[src/rtl/msrv32_pkg.sv]
// Shared definitions for the msrv32 writeback stage: select codes, datapath default and FSM encoding.
package msrv32_pkg;

  localparam int XLEN_DEF = 32;

  localparam int WB_SEL_ALU    = 0;
  localparam int WB_SEL_LOAD   = 1;
  localparam int WB_SEL_IMM    = 2;
  localparam int WB_SEL_IADDER = 3;
  localparam int WB_SEL_CSR    = 4;
  localparam int WB_SEL_PC4    = 5;

  typedef enum logic {
    PASS = 1'b0,
    WAIT = 1'b1
  } wb_state_e;

endpackage

[src/rtl/msrv32_wb_src_mux.sv]
// Parametrised N:1 writeback source select; codes at or beyond NUM_SRC fall back to slot 0 (ALU).
module msrv32_wb_src_mux
  import msrv32_pkg::*;
#(
  parameter int XLEN    = XLEN_DEF,
  parameter int NUM_SRC = 8,
  parameter int SEL_W   = 3
) (
  input  logic [SEL_W-1:0]        sel_in,
  input  logic [NUM_SRC*XLEN-1:0] src_data_in,
  output logic [XLEN-1:0]         data_out
);

  always_comb begin
    data_out = src_data_in[0 +: XLEN];
    for (int k = 1; k < NUM_SRC; k++) begin
      if (sel_in == SEL_W'(k)) begin
        data_out = src_data_in[k*XLEN +: XLEN];
      end
    end
  end

endmodule

[src/rtl/msrv32_wb_stage_unit.sv]
// Registered writeback stage with load-wait stall, sticky timeout and the ALU operand-2 mux.
// Optional forwarding outputs are enabled by defining WB_FWD_EN.
module msrv32_wb_stage_unit
  import msrv32_pkg::*;
#(
  parameter int XLEN     = XLEN_DEF,
  parameter int NUM_SRC  = 8,
  parameter int SEL_W    = 3,
  parameter int RF_AW    = 5,
  parameter int LOAD_SEL = WB_SEL_LOAD,
  parameter int MAX_WAIT = 15
) (
  input  logic                    ms_riscv32_mp_clk_in,
  input  logic                    ms_riscv32_mp_rst_in,
  input  logic                    valid_in,
  input  logic [SEL_W-1:0]        wb_mux_sel_reg_in,
  input  logic [NUM_SRC*XLEN-1:0] src_data_in,
  input  logic                    rf_wr_en_reg_in,
  input  logic [RF_AW-1:0]        rd_addr_reg_in,
  input  logic                    lu_valid_in,
  input  logic [XLEN-1:0]         rs2_reg_in,
  input  logic [XLEN-1:0]         imm_reg_in,
  input  logic                    alu_source_reg_in,
  output logic [XLEN-1:0]         wb_mux_out,
  output logic                    rf_wr_en_out,
  output logic [RF_AW-1:0]        rd_addr_out,
  output logic                    stall_out,
  output logic                    wb_timeout_out,
`ifdef WB_FWD_EN
  output logic                    fwd_valid_out,
  output logic [XLEN-1:0]         fwd_data_out,
  output logic [RF_AW-1:0]        fwd_rd_out,
`endif
  output logic [XLEN-1:0]         alu_2nd_src_mux_out
);

  localparam int CNT_W = $clog2(MAX_WAIT + 1);

  wb_state_e        state_q, state_d;
  logic [XLEN-1:0]  data_q, data_d;
  logic [RF_AW-1:0] rd_q, rd_d;
  logic             wr_en_q, wr_en_d;
  logic [CNT_W-1:0] cnt_q, cnt_d;
  logic             timeout_q, timeout_d;
  logic [RF_AW-1:0] cap_rd_q, cap_rd_d;
  logic             cap_we_q, cap_we_d;

  logic [XLEN-1:0]  sel_data;
  logic [XLEN-1:0]  load_data;
  logic             load_miss;

  msrv32_wb_src_mux #(
    .XLEN    (XLEN),
    .NUM_SRC (NUM_SRC),
    .SEL_W   (SEL_W)
  ) u_src_mux (
    .sel_in      (wb_mux_sel_reg_in),
    .src_data_in (src_data_in),
    .data_out    (sel_data)
  );

  assign load_data = src_data_in[LOAD_SEL*XLEN +: XLEN];
  assign load_miss = valid_in && (wb_mux_sel_reg_in == SEL_W'(LOAD_SEL)) && !lu_valid_in;

  always_comb begin
    state_d   = state_q;
    data_d    = data_q;
    rd_d      = rd_q;
    wr_en_d   = 1'b0;
    cnt_d     = cnt_q;
    timeout_d = timeout_q;
    cap_rd_d  = cap_rd_q;
    cap_we_d  = cap_we_q;
    case (state_q)
      PASS: begin
        if (load_miss) begin
          state_d  = WAIT;
          cap_rd_d = rd_addr_reg_in;
          cap_we_d = rf_wr_en_reg_in;
          cnt_d    = '0;
        end else begin
          data_d  = sel_data;
          rd_d    = rd_addr_reg_in;
          wr_en_d = valid_in && rf_wr_en_reg_in && (rd_addr_reg_in != '0);
        end
      end
      WAIT: begin
        // Load data arriving on the final wait cycle still wins over the timeout.
        if (lu_valid_in) begin
          state_d = PASS;
          data_d  = load_data;
          rd_d    = cap_rd_q;
          wr_en_d = cap_we_q && (cap_rd_q != '0);
        end else if (cnt_q + CNT_W'(1) == CNT_W'(MAX_WAIT)) begin
          state_d   = PASS;
          timeout_d = 1'b1;
        end else begin
          cnt_d = cnt_q + CNT_W'(1);
        end
      end
      default: state_d = PASS;
    endcase
  end

  always_ff @(posedge ms_riscv32_mp_clk_in) begin
    if (ms_riscv32_mp_rst_in) begin
      state_q   <= PASS;
      data_q    <= '0;
      rd_q      <= '0;
      wr_en_q   <= 1'b0;
      cnt_q     <= '0;
      timeout_q <= 1'b0;
      cap_rd_q  <= '0;
      cap_we_q  <= 1'b0;
    end else begin
      state_q   <= state_d;
      data_q    <= data_d;
      rd_q      <= rd_d;
      wr_en_q   <= wr_en_d;
      cnt_q     <= cnt_d;
      timeout_q <= timeout_d;
      cap_rd_q  <= cap_rd_d;
      cap_we_q  <= cap_we_d;
    end
  end

  assign wb_mux_out          = data_q;
  assign rf_wr_en_out        = wr_en_q;
  assign rd_addr_out         = rd_q;
  assign stall_out           = (state_q == WAIT);
  assign wb_timeout_out      = timeout_q;
  assign alu_2nd_src_mux_out = alu_source_reg_in ? imm_reg_in : rs2_reg_in;

`ifdef WB_FWD_EN
  assign fwd_valid_out = wr_en_q;
  assign fwd_data_out  = data_q;
  assign fwd_rd_out    = rd_q;
`endif

endmodule

[config.mk]
export PLATFORM = sky130hd
export DESIGN_NAME = msrv32_wb_stage_unit
export DESIGN_NICKNAME = d
export VERILOG_FILES = /design/src/rtl/msrv32_pkg.sv /design/src/rtl/msrv32_wb_src_mux.sv /design/src/rtl/msrv32_wb_stage_unit.sv
export SDC_FILE = /design/constraint.sdc
export NUM_CORES = 1
export LEC_CHECK = 0
export CORE_AREA = 2 2 157 159
export CTS_CLUSTER_SIZE = 16
export DETAILED_ROUTE_END_ITERATION = 10
export DIE_AREA = 0 0 159 161
export PLACE_DENSITY_LB_ADDON = 0.08
export SYNTH_ARGS = -nofsm -noshare
export SYNTH_HDL_FRONTEND = slang
export SYNTH_SLANG_ARGS = --single-unit
[constraint.sdc]
create_clock -name ms_riscv32_mp_clk_in -period 2.7 [get_ports ms_riscv32_mp_clk_in]
set_input_delay 0.405 -clock ms_riscv32_mp_clk_in [delete_from_list [all_inputs] [get_ports ms_riscv32_mp_clk_in]]
set_output_delay 0.405 -clock ms_riscv32_mp_clk_in [all_outputs]
set_load 0.005 [all_outputs]
==> impl_metrics.py <==
metrics = {
    "die": {
        "pin_count": 406,
        "fp.dieH_um": 161,
        "die_area_um2": 25600,
        "core_um2": 24000,
        "num_rows": 57,
        "initial_utilization": 0.208,
        "die_x_um": 159,
    },
    "place": {
        "place_hpwl_mm": 23.4,
        "gp_congestion": 0.820,
        "placed_cell_area_um2": 9300,
        "dp.cells": 1366,
        "portBuffers": 405,
    },
    "synth": {
        "postSynthCellCount": 688,
        "yosysSeqAreaShare": 0.201,
        "synth_top_area_frac": 0.201,
        "synth_nets": 1024,
        "async_flop_share": 0,
        "synth.ff_latch_count": 50,
        "yosys_most_used_dff": "dfxtp_1",
        "yosysWarnings": 0,
        "ys_types": 46,
        "synthTopCellsByArea": "dfxtp_1 (20%), mux2i_1 (7.4%), mux2_2 (7.2%)",
        "synth.avg_cell_area_um2": 7.26,
        "yosysTopAreaCell": "dfxtp_1",
        "syn_area_um2": 4990,
        "synth_edf_count": 0,
    },
    "worst_setup_path": {
        "arrival_ps": 2080,
        "path_class": "input pin to output pin",
        "endpoint_kind": "output pin",
        "r2r_start": "stall_out",
        "cp-start-kind": "input pin",
        "worstPathMaxFanout": 15,
        "rrSetupSlack_ps": 880,
        "rr_worst_depth": 4,
        "rr_endpoint": "cnt_q[3]",
        "worstPathRequired_ps": 2300,
        "startpoint": "alu_source_reg_in",
    },
    "min_path": {
        "hp-start": "cap_rd_q[3]",
        "hp-class": "register to register",
        "whs_endpoint": "cap_rd_q[3]",
        "whs_path_depth": 2,
    },
    "timing": {
        "rsz0062_at_grt": "false",
        "finalSetupTns_ps": 0,
        "fmax_ghz": 0.402,
        "setup_viol": 0,
        "slew-limit-headroom": 0.593,
        "layout_min_cycle_time_ps": 2490,
        "slew_violations": 0,
        "worstMarginPinSlew_ps": 611,
        "fin_worst_skew_ps": 6.46,
        "finalHoldViolCount": 0,
        "final.period_utilization": 0.921,
    },
    "global_routing": {
        "grt_max_degree": 50,
        "grt_pass1_vias": 7291,
        "grt_pass1_wl_mm": 44.1,
        "antenna_found_initial": 14,
        "gr-total-overflow": 0,
        "track_usage": 0.226,
    },
    "final_layout": {
        "utilization": 0.396,
        "final_cells": 1385,
        "layout-drive-gt1-share": 0.0743,
        "area_delta_synth_final_pct": 90.2,
        "fillCellCount": 2540,
        "fin_nets": 1385,
        "layout_common_cells": "clkdlybuf4s50_1 (401), nand2_1 (77), nor2_1 (74)",
        "final_common_cell": "clkdlybuf4s50_1",
        "final_cell_area_um2": 9500,
    },
    "power": {
        "power_leakage_nw": 3.53,
        "powerDensity_nw_per_um2": 305,
        "ir_drop_v": 0.000228,
    },
    "clock_network": {
        "cts-htree-levels": 2,
        "root_buffer": "clkbuf_16",
        "ctsLongestPathBuffers": 2,
        "cts_setup_buffers": 0,
        "post_cts_resized": 0,
        "path_clk_slew_ps": 80,
        "clk_latency_ps": 310,
        "cts.sinks": 50,
        "cts_tree": "built",
        "ctsHoldBuffers": 0,
        "cts_buffers": 5,
    },
    "outcome": {
        "status": "finished clean",
    },
    "routing": {
        "drt_iter0_markers": 288,
        "vias": 6877,
        "wirelength_mm": 30.1,
        "firstDrtPassIters": 4,
        "detail_route.vias_per_cell": 4.97,
        "wl_per_cell_um": 21.8,
        "drc": 0,
        "postRouteAntennaNets": 0,
    },
    "run": {
        "max_cap_viol_count": 0,
    },
}
==> how the worst max path moves through the flow <==
stage | depth (start not counted) | endpoint
3_3_place_gp | 4 | alu_2nd_src_mux_out[17]
3_5_place_dp | 4 | alu_2nd_src_mux_out[17]
5_1_grt | 4 | alu_2nd_src_mux_out[13]
2_1_floorplan | 3 | alu_2nd_src_mux_out[10]
4_1_cts | 4 | alu_2nd_src_mux_out[17]
6_report | 4 | alu_2nd_src_mux_out[17]
==> per-layer routing <==
layer  vias to the layer above  track usage  wire length, um
met4                         6       0.0769              748
met2                       288        0.430            15800
met5                         -            0               45
li1                       3304            -                -
met1                      3245        0.239            11400
met3                        34       0.0647             2220
==> Yosys cell counts, drive strengths merged (31+ instances only) <==
| library cell | n |
|---|---|
| nand2 | 77 |
| a311oi | 31 |
| nor2 | 75 |
| dfxtp | 50 |
| mux2i | 37 |
| a221oi | 32 |
| a2bb2oi | 31 |
| o21ai | 94 |
| mux2 | 32 |
| buf | 47 |
| a22oi | 31 |
| o22ai | 33 |
| inv | 37 |
==> stage by stage <==
stage | worst slack [ps] | hold slack [ps] | power [mW]
2_1_floorplan | 997 | 443 | 1.31
3_3_place_gp | 200 | 458 | 2.15
3_5_place_dp | 207 | 464 | 2.14
4_1_cts | 197 | 476 | 2.96
5_1_grt | 142 | 497 | 3.07
6_report | 212 | 479 | 2.90
==> power breakdown <==
part	internal [mW]	switching, mW
logic	0.823	0.467
registers	0.794	0.0348
clock network	0.444	0.334
==> worst max-delay path: stages <==
cell and delay, ps:
clkdlybuf4s50_1 580, buf_4 270, mux2_2 360, clkdlybuf4s50_1 460
==> sequential cells by signal, indices dropped and copies added (netlist names) <==
signal and cells:
cap_rd_q 5, wb_timeout_out 1, wb_mux_out 32, stall_out 1, cap_we_q 1, rd_addr_out 5
rf_wr_en_out 1, cnt_q 4
==> cells by family (layout without fill, tap and decap cells) <==
kind of cell,Yosys count,in the layout,synth area share
other,0,11,0
xor gates and xnor gates,1,1,0.00175
AOI/OAI and AO/OA,279,279,0.384
muxes,70,70,0.151
and+or+nand+nor,175,175,0.148
DFF,50,50,0.201
adders and majority gates,2,2,0.00501
buffers and inverters,111,473,0.110
==> area by class of cell <==
type                    instances  area (um^2)  area share
clock inverters                 3         47.5     0.00501
well taps                     324          405      0.0427
inverters                      37          139      0.0146
clock buffers                   5          125      0.0132
multi-input cells             527         3460       0.364
repair buffers                428         4290       0.451
diodes                         11         27.5     0.00290
flip-flops and latches         50         1000       0.106
Power figures use the tool's default switching activity.
